==> src/rtl/kbd_sched_pkg.sv <==
// Shared types and constants for the PS/2 key event scheduler.
// Holds the queued event record, the scheduler state encoding and a code-widening helper.
package kbd_sched_pkg;

    localparam int KEY_CODE_W = 10;
    localparam int EVT_W      = 10;

    typedef struct packed {
        logic       pressed;
        logic [8:0] code;
    } key_evt_t;

    typedef enum logic [1:0] {
        IDLE    = 2'd0,
        PRESENT = 2'd1,
        GAP     = 2'd2
    } sched_state_t;

    // The core expects a 10-bit key code; the extra MSB is always zero.
    function automatic logic [KEY_CODE_W-1:0] evt_key_code(input key_evt_t evt);
        return {1'b0, evt.code};
    endfunction

endpackage

==> src/rtl/evt_fifo.sv <==
// Small circular-buffer FIFO for queued key events.
// The head entry is read combinationally, so a pop always returns the pre-edge contents.
module evt_fifo
    import kbd_sched_pkg::*;
#(
    parameter int DEPTH = 8,
    parameter int LVL_W = $clog2(DEPTH) + 1
) (
    input  logic             clk_sys,
    input  logic             reset_n,
    input  logic             push,
    input  logic             pop,
    input  logic             flush,
    input  logic [EVT_W-1:0] wr_data,
    output logic [EVT_W-1:0] head,
    output logic [LVL_W-1:0] level,
    output logic             full,
    output logic             empty
);

    localparam int PTR_W = $clog2(DEPTH);

    logic [EVT_W-1:0] mem_q [DEPTH];
    logic [PTR_W-1:0] wr_ptr_q;
    logic [PTR_W-1:0] rd_ptr_q;
    logic [LVL_W-1:0] level_q;

    logic do_push;
    logic do_pop;
    logic [PTR_W-1:0] wr_ptr_d;
    logic [PTR_W-1:0] rd_ptr_d;
    logic [LVL_W-1:0] level_d;

    assign full  = (level_q == LVL_W'(DEPTH));
    assign empty = (level_q == '0);
    assign level = level_q;
    assign head  = mem_q[rd_ptr_q];

    // When full, a push is only accepted if the head leaves in the same cycle;
    // the write then lands in the slot being read, after its old value is consumed.
    assign do_pop  = pop & ~flush & ~empty;
    assign do_push = push & ~flush & (~full | do_pop);

    always_comb begin
        wr_ptr_d = wr_ptr_q;
        rd_ptr_d = rd_ptr_q;
        level_d  = level_q;
        if (do_push) begin
            wr_ptr_d = wr_ptr_q + 1'b1;
        end
        if (do_pop) begin
            rd_ptr_d = rd_ptr_q + 1'b1;
        end
        case ({do_push, do_pop})
            2'b10:   level_d = level_q + 1'b1;
            2'b01:   level_d = level_q - 1'b1;
            default: level_d = level_q;
        endcase
    end

    always_ff @(posedge clk_sys) begin
        if (do_push) begin
            mem_q[wr_ptr_q] <= wr_data;
        end
    end

    always_ff @(posedge clk_sys or negedge reset_n) begin
        if (!reset_n) begin
            wr_ptr_q <= '0;
            rd_ptr_q <= '0;
            level_q  <= '0;
        end else if (flush) begin
            wr_ptr_q <= '0;
            rd_ptr_q <= '0;
            level_q  <= '0;
        end else begin
            wr_ptr_q <= wr_ptr_d;
            rd_ptr_q <= rd_ptr_d;
            level_q  <= level_d;
        end
    end

endmodule

==> src/rtl/key_event_scheduler.sv <==
// Queues hps_io ps2_key toggle events and replays them to the core as spaced one-cycle strobes.
// Contains the toggle detector, the replay FSM with its gap counter, and the sticky overflow flag.
module key_event_scheduler
    import kbd_sched_pkg::*;
#(
    parameter int DEPTH      = 8,
    parameter int GAP_CYCLES = 65536,
    parameter int LVL_W      = $clog2(DEPTH) + 1
) (
    input  logic                  clk_sys,
    input  logic                  reset_n,
    input  logic [10:0]           ps2_key,
    input  logic                  flush,
    output logic                  key_ready,
    output logic                  key_stroke,
    output logic [KEY_CODE_W-1:0] key_code,
    output logic                  overflow,
    output logic [LVL_W-1:0]      fifo_level
);

    localparam int CNT_W = (GAP_CYCLES > 2) ? $clog2(GAP_CYCLES) : 1;
    localparam logic [CNT_W-1:0] GAP_LOAD = CNT_W'(GAP_CYCLES - 2);

    logic                  prev_tgl_q;
    logic                  primed_q;
    logic                  overflow_q;
    sched_state_t          state_q;
    logic [CNT_W-1:0]      gap_cnt_q;
    logic                  key_ready_q;
    logic                  key_stroke_q;
    logic [KEY_CODE_W-1:0] key_code_q;

    logic                  evt_d;
    logic                  push_d;
    logic                  pop_d;
    logic                  drop_d;
    logic [EVT_W-1:0]      head_raw;
    key_evt_t              head_evt;
    logic                  fifo_full;
    logic                  fifo_empty;

    // Toggle detector: the first cycle out of reset only captures the level.
    assign evt_d  = primed_q & (ps2_key[10] != prev_tgl_q);
    assign pop_d  = (state_q == IDLE) & ~fifo_empty & ~flush;
    assign push_d = evt_d & ~flush;
    assign drop_d = evt_d & ~flush & fifo_full & ~pop_d;

    assign head_evt = key_evt_t'(head_raw);

    evt_fifo #(
        .DEPTH (DEPTH),
        .LVL_W (LVL_W)
    ) u_evt_fifo (
        .clk_sys (clk_sys),
        .reset_n (reset_n),
        .push    (push_d),
        .pop     (pop_d),
        .flush   (flush),
        .wr_data (ps2_key[9:0]),
        .head    (head_raw),
        .level   (fifo_level),
        .full    (fifo_full),
        .empty   (fifo_empty)
    );

    // prev_tgl keeps tracking during flush so no stale edge appears afterwards.
    always_ff @(posedge clk_sys or negedge reset_n) begin
        if (!reset_n) begin
            prev_tgl_q <= 1'b0;
            primed_q   <= 1'b0;
        end else begin
            prev_tgl_q <= ps2_key[10];
            primed_q   <= 1'b1;
        end
    end

    always_ff @(posedge clk_sys or negedge reset_n) begin
        if (!reset_n) begin
            overflow_q <= 1'b0;
        end else if (flush) begin
            overflow_q <= 1'b0;
        end else if (drop_d) begin
            overflow_q <= 1'b1;
        end
    end

    // key_ready rises at the edge that leaves PRESENT, so back-to-back strobes
    // are exactly GAP_CYCLES apart: PRESENT + (GAP_CYCLES-2) GAP cycles + IDLE.
    always_ff @(posedge clk_sys or negedge reset_n) begin
        if (!reset_n) begin
            state_q      <= IDLE;
            gap_cnt_q    <= '0;
            key_ready_q  <= 1'b0;
            key_stroke_q <= 1'b0;
            key_code_q   <= '0;
        end else if (flush) begin
            state_q     <= IDLE;
            gap_cnt_q   <= '0;
            key_ready_q <= 1'b0;
        end else begin
            key_ready_q <= 1'b0;
            case (state_q)
                IDLE: begin
                    if (pop_d) begin
                        key_stroke_q <= ~head_evt.pressed;
                        key_code_q   <= evt_key_code(head_evt);
                        state_q      <= PRESENT;
                    end
                end
                PRESENT: begin
                    key_ready_q <= 1'b1;
                    gap_cnt_q   <= GAP_LOAD;
                    state_q     <= (GAP_CYCLES <= 2) ? IDLE : GAP;
                end
                GAP: begin
                    gap_cnt_q <= gap_cnt_q - 1'b1;
                    if ((gap_cnt_q == CNT_W'(1)) || (gap_cnt_q == '0)) begin
                        gap_cnt_q <= '0;
                        state_q   <= IDLE;
                    end
                end
                default: begin
                    state_q <= IDLE;
                end
            endcase
        end
    end

    assign key_ready  = key_ready_q;
    assign key_stroke = key_stroke_q;
    assign key_code   = key_code_q;
    assign overflow   = overflow_q;

endmodule

==> config.mk <==
export PLATFORM = sky130hd
export DESIGN_NAME = key_event_scheduler
export DESIGN_NICKNAME = d
export VERILOG_FILES = /design/src/rtl/kbd_sched_pkg.sv /design/src/rtl/evt_fifo.sv /design/src/rtl/key_event_scheduler.sv
export SDC_FILE = /design/constraint.sdc
export NUM_CORES = 1
export LEC_CHECK = 0
export ABC_AREA = 1
export BUFFER_PORTS_ARGS = -buffer_cell sky130_fd_sc_hd__buf_4
export CAP_MARGIN = 25
export CORE_MARGIN = 2
export CORE_UTILIZATION = 45
export DETAILED_ROUTE_END_ITERATION = 7
export GPL_ROUTABILITY_DRIVEN = 0
export PLACE_DENSITY = 0.72
export SYNTH_ARGS = -nofsm -noshare
export SYNTH_HDL_FRONTEND = slang
export SYNTH_SLANG_ARGS = --single-unit
==> constraint.sdc <==
create_clock -name clk_sys -period 4.5 [get_ports clk_sys]
set_input_delay 0.225 -clock clk_sys [delete_from_list [all_inputs] [get_ports clk_sys]]
set_output_delay 0.225 -clock clk_sys [all_outputs]
set_load 0.02 [all_outputs]
==> impl_summary.txt, run 1 <==
----------------------------------------------------
[GRT]
  GRT Residual Overflow ... 0
  Fraction of met3 tracks used by global routing ... 3.97%
  Global-route usage over all layers ... 19.3%
  Vias in the first global route ... between 3,000 and 4,000
  Initial antenna violation count ... 0
  Pin count of the biggest net entering global routing ... 43
  Met1 capacity usage during global routing ... 26.4%
  GR Util met2 ... 31.2%
  First-pass GRT wire length ... roughly 19 mm
  Most Used Layer, Global Route ... met2

[Die]
  Die extent in y ... 114 um
  Initial core utilization ... between 40% and 50%
  Num ports ... 31
  Overall die area ... 13,000 um2
  FP Rows ... 40
  Chip width ... 114 um
  Core Region ... between 10,000 and 15,000 um2

[Layout]
  Area added between synthesis and finish ... 17.4%
  Leading cell type in the layout, fill and taps excluded ... sky130_fd_sc_hd__nand2_1
  Commonest cells after routing, fill and taps aside ... 128 x sky130_fd_sc_hd__nand2_1, 94 x sky130_fd_sc_hd__nor2_1, 80 x sky130_fd_sc_hd__edfxtp_1, 67 x sky130_fd_sc_hd__o21ai_0, 42 x sky130_fd_sc_hd__dfrtp_1
  Net count reported at finish ... roughly 610
  Final non-filler cell total ... between 700 and 800
  FILL cells ... 1,024
  Layout cells sized above 1 ... between 10% and 20%
  # diodes ... 0

[Power]
  Highest ir drop seen on vdd ... 0.448 mV
  Power density over the cells ... approximately 700 nW/um2
  Static leakage ... 2.66 nW
  Overall Power ... 0.00437 W

[Worst setup path]
  Beginning of the critical path ... ps2_key[10]
  Required time of the worst setup path ... 4.53 ns
  Length in cells of the worst reg-to-reg path ... 12
  Startpoint-to-endpoint class of the critical path ... in -> reg
  Biggest fanout along the worst timing path ... 10
  R2r endpoint ... u_evt_fifo.level[3]
  Arr. time, crit path ... 2.33 ns
  Setup slack of the most critical reg-to-reg path ... 2.25 ns
  Worst flop-to-flop path startpoint ... u_evt_fifo.level[0]
  Launching element type of the critical path ... primary input
  Critical Path Sink Type ... register

[Timing]
  Number of setup violations in the final report ... 0
  Worst slew margin ... approximately a third
  RSZ-0062 raised after global routing ... false
  Shortest period the worst path allows ... 2.30 ns
  Final slew viol count ... 0
  FMAX ... ~440 MHz
  Final hold violation count ... 0
  Final critical-path share of the clock period ... between 50% and 60%
  Tightest Pin Transition ... between 1 and 1.5 ns
  Setup total negative slack ... 0 ns
  Worst Clk Skew ... 0.00973 ns

[Logic synthesis]
  Async set-reset flop share out of synthesis ... 34.4%
  Average cell area after synthesis ... 9.76 um2
  Number of flip-flops and latches in the synthesized netlist ... around 120
  Warning count from the yosys run ... 0
  Number of enable flip-flop cells after synthesis ... 80
  Sequential-to-total area share from yosys stat ... between 60 and 70%
  Cell variety after synth ... 30
  Nets in the synthesized netlist ... 582
  Most instantiated flip-flop cell in the synthesis netlist ... sky130_fd_sc_hd__edfxtp_1
  Synthesized instance count ... 560
  Netlist Area Pre-Place ... 5460 um2

[Clocking]
  Maximum clock path buffer count ... 2
  Quantity of gates resized following cts ... 0
  H-tree level count ... 4
  Number of clock sinks ... roughly 120
  Clk root buf ... sky130_fd_sc_hd__clkbuf_16
  Clock-pin slew on the worst setup and hold paths ... 0.06 ns
  Worst-skew pair later-pin latency ... roughly 0.41 ns
  Buffers inserted by post-CTS timing repair ... 0
  Num CTS Buffers ... 17
  Cts hold-fix bufs ... 2
  CTS tree ... built

[Hold path]
  Startpoint of the most critical hold path ... ps2_key[9]
  Min-Delay Path Class ... in -> reg
  Hold path depth ... 1
  Worst min-delay path endpoint ... u_evt_fifo.mem_q[5][9]

[Run]
  Max Cap Violations ... 0

[Route]
  WL final ... 11.8 mm
  DR WL/cell ... 15.8 um
  Residual DRC count ... 0
  Via density ... approximately 5.4
  Number of DRC markers in iteration 0 ... 380
  Number of optimization iterations in the first detailed-route pass ... 6
  DRT antenna net count ... 0
  Vias ... ~4,000

[Status]
  Outcome ... complete, no violations

[Place]
  Final HPWL DP ... 8.00 mm
  Number of placed instances, taps included ... 717
  Buffers added on ports ... 29

----------------------------------------------------
[worst max-delay path by stage]
stage / depth (start not counted) / endpoint
6_report: 9 / u_evt_fifo.mem_q[0][8]
5_1_grt: 11 / u_evt_fifo.level[3]
4_1_cts: 9 / u_evt_fifo.mem_q[0][1]
3_5_place_dp: 8 / u_evt_fifo.mem_q[0][4]
3_3_place_gp: 8 / u_evt_fifo.mem_q[0][4]
2_1_floorplan: 12 / u_evt_fifo.level[3]
[layer usage]
| metal | vias up | wire length, um |
|---|---|---|
| li1 | 1951 | - |
| met1 | 1913 | 5320 |
| met2 | 146 | 5660 |
| met3 | 15 | 679 |
| met4 | 0 | 169 |
| met5 | - | 0 |
[synth_stat cells, types with 3 or more instances]
master	instances	area share (%)
sky130_fd_sc_hd__o21ai_0	67	6.1
sky130_fd_sc_hd__inv_1	31	2.1
sky130_fd_sc_hd__nor2_2	3	0.34
sky130_fd_sc_hd__dfrtp_1	42	19
sky130_fd_sc_hd__xor2_1	4	0.64
sky130_fd_sc_hd__buf_2	5	0.46
sky130_fd_sc_hd__nor2_1	94	6.5
sky130_fd_sc_hd__nand3_1	31	2.8
sky130_fd_sc_hd__ha_1	7	1.6
sky130_fd_sc_hd__a21oi_1	9	0.82
sky130_fd_sc_hd__o22ai_1	11	1.3
sky130_fd_sc_hd__o21ai_1	10	0.92
sky130_fd_sc_hd__clkbuf_1	13	0.89
sky130_fd_sc_hd__edfxtp_1	80	44
sky130_fd_sc_hd__inv_2	4	0.27
sky130_fd_sc_hd__nand2_1	128	8.8
[per-stage QoR]
step / hold slack, ns / utilization [%] / area [um2] / setup slack [ns]
floorplan: -0.0706 / - / 5460 / 2.54
global placement: 0.243 / 48.5 / 5780 / 2.32
detailed placement: 0.252 / 48.8 / 5810 / 2.25
CTS: 0.0528 / 53.9 / 6420 / 2.20
global route: 0.0624 / 53.9 / 6420 / 2.07
finish: 0.0618 / 53.9 / 6420 / 2.20
[layout make-up]
type | count | area [um2] | share of cell area (%)
Timing Repair Buffer | 33 | 273 | 4.25
Clock buffer | 17 | 425 | 6.63
Tap cell | 147 | 184 | 2.87
Multi-Input combinational cell | 382 | 1790 | 27.8
Clock inverter | 15 | 165 | 2.57
Sequential cell | 122 | 3450 | 53.8
Inverter | 35 | 131 | 2.05
[power breakdown]
group	switching [W]	total (W)	internal, W
clock	0.000517	0.00134	0.000826
combinational	0.000965	0.00149	0.000522
sequential	0.000193	0.00154	0.00135
[worst max-delay path, cell delays in order]
cell                            delay (ns)
sky130_fd_sc_hd__dlygate4sd3_1        0.54
sky130_fd_sc_hd__buf_4                0.14
sky130_fd_sc_hd__nand2_1              0.06
sky130_fd_sc_hd__nand2_1              0.10
sky130_fd_sc_hd__nor2_4               0.16
sky130_fd_sc_hd__o21ai_2              0.09
sky130_fd_sc_hd__inv_2                0.09
sky130_fd_sc_hd__nand2_1              0.12
sky130_fd_sc_hd__nor2_1               0.79
[flip-flops by register name, indices dropped and copies added (netlist names), 2 cells and up]
register,cells
gap_cnt_q,16
key_code,9
state_q,2
u_evt_fifo.level,4
u_evt_fifo.mem_q,80
u_evt_fifo.rd_ptr_q,3
u_evt_fifo.wr_ptr_q,3
[logic make-up after synthesis]
family,Yosys count,share of synthesized area [%]
simple gates,264,19.7
flops,122,63.2
compound gates,103,10.1
xor+xnor,5,0.801
other cells,2,0.137
fa+ha+maj,8,1.97
buf+inv,56,4.12
Power figures use the tool's default switching activity.
==> run 2: changes to the inputs <==
- clock period: 4.5 -> 2.3 ns (I/O delays scaled with it)
==> impl_summary.txt, run 2 (synthesized netlist as in run 1, its figures left out) <==
----------------------------------------------------
[Worst setup path]
  Startpoint-to-endpoint class of the critical path ... in -> reg (unchanged)
  Cell with the most instances on the worst path ... sky130_fd_sc_hd__inv_2 (was sky130_fd_sc_hd__nand2_1)
  Required time of the worst setup path ... 2.34 ns (was 4.53 ns)
  Worst path bufs/invs ... 4 (was 3)
  Slowest cell delay on critical path ... 0.74 ns (was 0.79 ns)
  Launching element type of the critical path ... primary input (unchanged)
  Crit path cell chain ... dlygate4sd3_1, buf_4, inv_2, nand2_2, nor2_4, o21ai_2, inv_2, nand2_1, nor2_1 (was dlygate4sd3_1, buf_4, nand2_1, nand2_1, nor2_4, o21ai_2, inv_2, nand2_1, nor2_1)
  Worst flop-to-flop path startpoint ... state_q[0] (was u_evt_fifo.level[0])
  Arr. time, crit path ... 2.17 ns (was 2.33 ns)
  Critical Path Sink Type ... register (unchanged)
  Beginning of the critical path ... flush (was ps2_key[10])
  Largest delay share family, worst path ... simple AND/OR/NAND/NOR gates (unchanged)
  Slowest cell on the critical path ... sky130_fd_sc_hd__nor2_1 (unchanged)
  Biggest fanout along the worst timing path ... 10 (unchanged)

[Place]
  Buffers added on ports ... 29 (unchanged)
  Worst slack at placement ... 0.0779 ns (was 2.25 ns)
  Final HPWL DP ... 7.64 mm (was 8.00 mm)
  Standard cell area after detailed placement ... 5850 um2 (was 5810 um2)

[Clocking]
  Worst-skew pair later-pin latency ... 0.42 ns (was 0.41 ns)
  H-tree level count ... 4 (unchanged)
  CTS tree ... built (unchanged)
  Num CTS Buffers ... 17 (unchanged)
  Clk root buf ... sky130_fd_sc_hd__clkbuf_16 (unchanged)
  Buffers inserted by post-CTS timing repair ... 0 (unchanged)
  Clock-pin slew on the worst setup and hold paths ... 0.06 ns (about the same)
  Number of clock sinks ... 122 (unchanged)
  Maximum clock path buffer count ... 2 (unchanged)

[Die]
  Overall die area ... 13,000 um2 (unchanged)
  Core Region ... 11,900 um2 (unchanged)
  Initial core utilization ... 45.9% (unchanged)
  Die extent in y ... 114 um (unchanged)
  Chip width ... 114 um (unchanged)
  Num ports ... 31 (unchanged)
  FP Rows ... 40 (unchanged)

[Timing]
  Number of setup violations in the final report ... 0 (unchanged)
  Final hold violation count ... 0 (unchanged)
  Tightest Pin Transition ... 0.947 ns (was 1.02 ns)
  Worst slew margin ... 36.7% (was 31.9%)
  Final slew viol count ... 0 (unchanged)
  Final critical-path share of the clock period ... 92.9%
  Shortest period the worst path allows ... 2.14 ns
  Worst path setup slack after routing ... 0.164 ns (was 2.20 ns)
  Worst Clk Skew ... 0.0151 ns (was 0.00973 ns)
  FMAX ... 468 MHz

[Layout]
  Layout cells sized above 1 ... 15.0% (was 13.2%)
  FILL cells ... 1,004 (was 1,024)
  Leading cell type in the layout, fill and taps excluded ... sky130_fd_sc_hd__nand2_1 (unchanged)
  # diodes ... 0 (unchanged)
  Commonest cells after routing, fill and taps aside ... 128 x sky130_fd_sc_hd__nand2_1, 91 x sky130_fd_sc_hd__nor2_1, 80 x sky130_fd_sc_hd__edfxtp_1, 67 x sky130_fd_sc_hd__o21ai_0, 43 x sky130_fd_sc_hd__buf_4 (was 128 x sky130_fd_sc_hd__nand2_1, 94 x sky130_fd_sc_hd__nor2_1, 80 x sky130_fd_sc_hd__edfxtp_1, 67 x sky130_fd_sc_hd__o21ai_0, 42 x sky130_fd_sc_hd__dfrtp_1)
  Area added between synthesis and finish ... 21.8% (was 17.4%)
  Cell area after layout ... 6660 um2 (was 6420 um2)
  Largest Register ... u_evt_fifo.mem_q (unchanged)
  Net count reported at finish ... 637 (was 613)
  Flip-flop count of the largest register, all copies and words added ... 80 (unchanged)

[Route]
  DRT antenna net count ... 0 (unchanged)
  Via density ... 5.32 (was 5.36)
  DR WL/cell ... 15.6 um (was 15.8 um)
  Number of DRC markers in iteration 0 ... 343 (was 380)
  Vias ... 4,126 (was 4,025)
  WL final ... 12.1 mm (was 11.8 mm)
  Residual DRC count ... 0 (unchanged)
  Number of optimization iterations in the first detailed-route pass ... 6 (unchanged)

[Run]
  Max Cap Violations ... 0 (unchanged)

[GRT]
  Pin count of the biggest net entering global routing ... 43 (unchanged)
  Global-route usage over all layers ... 19.6% (was 19.3%)
  Initial antenna violation count ... 0 (unchanged)
  GRT Residual Overflow ... 0 (unchanged)
  First-pass GRT wire length ... 19.4 mm (was 19.2 mm)
  Vias in the first global route ... 4,023 (was 3,836)

[Power]
  Power density over the cells ... 1320 nW/um2 (was 681 nW/um2)
  Highest ir drop seen on vdd ... 0.723 mV (was 0.448 mV)
  Static leakage ... 2.77 nW (was 2.66 nW)

[Status]
  Outcome ... complete, no violations (unchanged)

[Hold path]
  Min-Delay Path Class ... in -> async (was in -> reg)

----------------------------------------------------
[run 2: cell types whose count changed in the layout (fill, tap and decap cells not counted), sizes merged]
cell and delta:
buf +13, dlygate4sd3 +11, bufinv +2, clkinv -2, inv -2, clkbuf +1
clkinvlp +1
[run 2: what timing repair did]
| action | CTS | global route |
|---|---|---|
| endpoints found under the hold margin | 125 | 0 |
| setup endpoints to repair | 0 | 14 |
| gates resized for setup | 0 | 3 |
| hold buffers | 13 | 0 |
[run 2: area by class of cell]
class | count | area [um2] | share of cell area [%]
clock buffers | 18 | 439 | 6.60
clock inverters | 14 | 193 | 2.89
inverters | 35 | 131 | 1.97
multi-input cells | 382 | 1790 | 26.9
flip-flops and latches | 122 | 3450 | 51.9
well taps | 147 | 184 | 2.76
repair buffers | 57 | 464 | 6.97
[run 2: final timing paths]
check	end	slack, ns	cells after the start
max	u_evt_fifo.mem_q[4][6]	0.16	9
min	overflow	0.26	2
max reg2reg	u_evt_fifo.mem_q[4][6]	0.19	5
min reg2reg	key_stroke	0.49	2
max in group asynchronous	gap_cnt_q[15]	1.64	2
min in group clk_sys	prev_tgl_q	0.40	2
[run 2: layer usage]
layer,part of all wire (%),wire [um],global-route usage (%)
met1,44,5320,24.0
met2,51,6130,33.4
met3,4.4,531,5.24
met5,0,0,0
met4,1.1,137,7.56
[run 2: worst reg2reg max path, stage by stage, from the launching register on]
cell,delay [ns]
sky130_fd_sc_hd__dfrtp_1,0.44
sky130_fd_sc_hd__nor3_4,0.25
sky130_fd_sc_hd__o21ai_2,0.09
sky130_fd_sc_hd__inv_2,0.09
sky130_fd_sc_hd__nand2_1,0.12
sky130_fd_sc_hd__nor2_1,0.74
[run 2: power by group]
group	switching [W]	leakage, nW	internal (W)
Clock	0.000989	0.295	0.00185
Sequential	0.000310	1.27	0.00264
Combinational	0.00193	1.21	0.00108
[run 2: through the flow]
step	utilization (%)	cells	hold WS, ns	power (W)	setup TNS, ns
finish	55.9	775	0.256	0.00880	0
global route	55.9	775	0.286	0.00938	-0.0225
CTS	55.5	771	0.267	0.00883	0
detailed placement	49.1	726	0.160	0.00595	0
global placement	49.1	726	0.149	0.00584	0
floorplan	-	560	-0.181	0.00509	0
==> run 3: changes to the inputs <==
==> constraint.sdc (replaced) <==
create_clock -name clk_sys -period 2.3 [get_ports clk_sys]
set_input_delay 0.23 -clock clk_sys [delete_from_list [all_inputs] [get_ports clk_sys]]
set_output_delay 0.23 -clock clk_sys [all_outputs]
set_load 0.02 [all_outputs]
==> impl_summary.txt, run 3 (synthesized netlist as in run 1, its figures left out) <==
----------------------------------------------------
[Die]
  FP Rows ... 40 (unchanged)
  Core Region ... 11,900 um2 (unchanged)
  Initial core utilization ... 45.9% (unchanged)
  Num ports ... 31 (unchanged)
  Die extent in y ... 114 um (unchanged)
  Chip width ... 114 um (unchanged)
  Overall die area ... 13,000 um2 (unchanged)

[Worst setup path]
  Critical Path Sink Type ... register (unchanged)
  Length in cells of the worst reg-to-reg path ... 12 (was 5)
  Worst flop-to-flop path startpoint ... u_evt_fifo.level[0] (was state_q[0])
  Required time of the worst setup path ... 2.61 ns (was 2.34 ns)
  R2r endpoint ... u_evt_fifo.level[3] (was u_evt_fifo.mem_q[4][6])
  Biggest fanout along the worst timing path ... 6 (was 10)
  Startpoint-to-endpoint class of the critical path ... reg -> reg (was in -> reg)
  Launching element type of the critical path ... register (was primary input)
  Arr. time, crit path ... 2.39 ns (was 2.17 ns)
  Setup slack of the most critical reg-to-reg path ... 0.21 ns (was 0.19 ns)

[Route]
  WL final ... 11.9 mm (was 12.1 mm)
  DR WL/cell ... 15.6 um (about the same)
  Number of DRC markers in iteration 0 ... 317 (was 343)
  DRT antenna net count ... 0 (unchanged)
  Amount of wire on met3 after detailed routing ... 773 um (was 531 um)
  Via density ... 5.35 (was 5.32)
  Met1 Wirelength ... 5.23 mm (was 5.32 mm)
  Residual DRC count ... 0 (unchanged)
  Vias ... 4,083 (was 4,126)
  Number of optimization iterations in the first detailed-route pass ... 5 (was 6)
  Highest metal layer used by the detailed router ... met4 (unchanged)
  Detailed route wirelength on metal2 ... 5.72 mm (was 6.13 mm)

[Clocking]
  Worst-skew pair later-pin latency ... 0.42 ns (about the same)
  Clock-pin slew on the worst setup and hold paths ... 0.06 ns (about the same)
  Num CTS Buffers ... 17 (unchanged)
  Maximum clock path buffer count ... 2 (unchanged)
  CTS tree ... built (unchanged)
  H-tree level count ... 4 (unchanged)
  Number of clock sinks ... 122 (unchanged)
  Clk root buf ... sky130_fd_sc_hd__clkbuf_16 (unchanged)

[Power]
  Overall Power ... 0.00840 W (was 0.00880 W)
  Highest ir drop seen on vdd ... 0.855 mV (was 0.723 mV)
  Power density over the cells ... 1300 nW/um2 (was 1320 nW/um2)
  Static leakage ... 2.70 nW (was 2.77 nW)

[Place]
  Worst slack at placement ... 0.198 ns (was 0.0779 ns)
  Final HPWL DP ... 7.33 mm (was 7.64 mm)
  Buffers added on ports ... 29 (unchanged)

[GRT]
  GRT Residual Overflow ... 0 (unchanged)
  Global-route usage over all layers ... 19.7% (was 19.6%)
  First-pass GRT wire length ... 19.4 mm (about the same)
  Initial antenna violation count ... 0 (unchanged)
  Pin count of the biggest net entering global routing ... 43 (unchanged)
  Vias in the first global route ... 3,843 (was 4,023)

[Layout]
  Flip-flop count of the largest register, all copies and words added ... 80 (unchanged)
  # diodes ... 0 (unchanged)
  Leading cell type in the layout, fill and taps excluded ... sky130_fd_sc_hd__nand2_1 (unchanged)
  FILL cells ... 1,001 (was 1,004)
  Net count reported at finish ... 625 (was 637)
  Largest Register ... u_evt_fifo.mem_q (unchanged)
  Commonest cells after routing, fill and taps aside ... 128 x sky130_fd_sc_hd__nand2_1, 94 x sky130_fd_sc_hd__nor2_1, 80 x sky130_fd_sc_hd__edfxtp_1, 67 x sky130_fd_sc_hd__o21ai_0 (was 128 x sky130_fd_sc_hd__nand2_1, 91 x sky130_fd_sc_hd__nor2_1, 80 x sky130_fd_sc_hd__edfxtp_1, 67 x sky130_fd_sc_hd__o21ai_0, 43 x sky130_fd_sc_hd__buf_4)
  Layout cells sized above 1 ... 14.8% (was 15.0%)
  Area added between synthesis and finish ... 18.3% (was 21.8%)
  Layout Utilization ... 54.3% (was 55.9%)

[Timing]
  Setup total negative slack ... 0 ns (unchanged)
  Tightest Pin Transition ... 0.571 ns (was 0.947 ns)
  Shortest period the worst path allows ... 2.09 ns (was 2.14 ns)
  Worst Clk Skew ... 0.00403 ns (was 0.0151 ns)
  RSZ-0062 raised after global routing ... false
  Worst slew margin ... 61.9% (was 36.7%)
  Worst path setup slack after routing ... 0.212 ns (was 0.164 ns)
  Final slew viol count ... 0 (unchanged)
  FMAX ... 479 MHz (was 468 MHz)
  Final critical-path share of the clock period ... 90.8% (was 92.9%)
  Final hold violation count ... 0 (unchanged)
  Number of setup violations in the final report ... 0 (unchanged)
  Worst Hold Slack ... 0.0391 ns (was 0.256 ns)

[Hold path]
  Worst min-delay path endpoint ... u_evt_fifo.mem_q[5][6]
  Startpoint of the most critical hold path ... ps2_key[6]
  Hold path depth ... 1
  Min-Delay Path Class ... in -> reg (was in -> async)

[Run]
  Max Cap Violations ... 0 (unchanged)

[Status]
  Outcome ... complete, no violations (unchanged)

----------------------------------------------------
## run 3: worst max-delay path by stage
stage                   startpoint             endpoint  slack [ns]  depth (start not counted)
6_report       u_evt_fifo.level[0]  u_evt_fifo.level[3]        0.21                         12
5_1_grt        u_evt_fifo.level[0]  u_evt_fifo.level[3]        0.01                         12
4_1_cts        u_evt_fifo.level[0]  u_evt_fifo.level[3]        0.19                         12
3_5_place_dp   u_evt_fifo.level[0]  u_evt_fifo.level[3]        0.20                         12
3_3_place_gp   u_evt_fifo.level[0]  u_evt_fifo.level[3]        0.37                         12
2_1_floorplan  u_evt_fifo.level[0]  u_evt_fifo.level[3]        0.34                         12
## run 3: critical path, stage by stage, from the launching register on
cell                      delay, ns
sky130_fd_sc_hd__dfrtp_1       0.45
sky130_fd_sc_hd__nor2_1        0.18
sky130_fd_sc_hd__nand3_1       0.17
sky130_fd_sc_hd__nand2_2       0.14
sky130_fd_sc_hd__nor2_4        0.06
sky130_fd_sc_hd__ha_1          0.33
sky130_fd_sc_hd__a21oi_2       0.18
sky130_fd_sc_hd__nand2_1       0.08
sky130_fd_sc_hd__nand2_1       0.08
sky130_fd_sc_hd__nand2_1       0.06
sky130_fd_sc_hd__xor2_1        0.14
sky130_fd_sc_hd__nand2_1       0.06
sky130_fd_sc_hd__nand2_1       0.04
## run 3: through the flow
step,instances,instance area (um2)
6_report,763,6470
2_1_floorplan,560,5460
3_3_place_gp,729,5890
5_1_grt,763,6470
4_1_cts,763,6460
3_5_place_dp,729,5890
## run 3: power breakdown
| group | internal (W) | switching (W) |
|---|---|---|
| clock | 0.00149 | 0.000992 |
| combinational | 0.00105 | 0.00192 |
| sequential | 0.00264 | 0.000315 |
| total | 0.00517 | 0.00323 |
## run 3: what timing repair did
| item | CTS | global route |
|---|---|---|
| resized for setup | 0 | 1 |
| endpoints found under the hold margin | 43 | 0 |
| endpoints found under the setup margin | 0 | 1 |
| hold buffers | 2 | 0 |
| buffers inserted | 0 | 0 |
## run 3: area by class of cell
class                   count  area [um2]  area share (%)
multi-input cells         382        1790            27.7
flip-flops and latches    122        3450            53.4
inverters                  35         131            2.03
clock buffers              18         429            6.64
well taps                 147         184            2.84
repair buffers             45         355            5.50
clock inverters            14         124            1.92
## run 3: layer usage
| metal | global-route usage [%] | vias to the layer above |
|---|---|---|
| met5 | 0 | - |
| li1 | - | 1972 |
| met4 | 6.42 | 0 |
| met2 | 31.5 | 143 |
| met1 | 25.9 | 1951 |
| met3 | 5.72 | 17 |
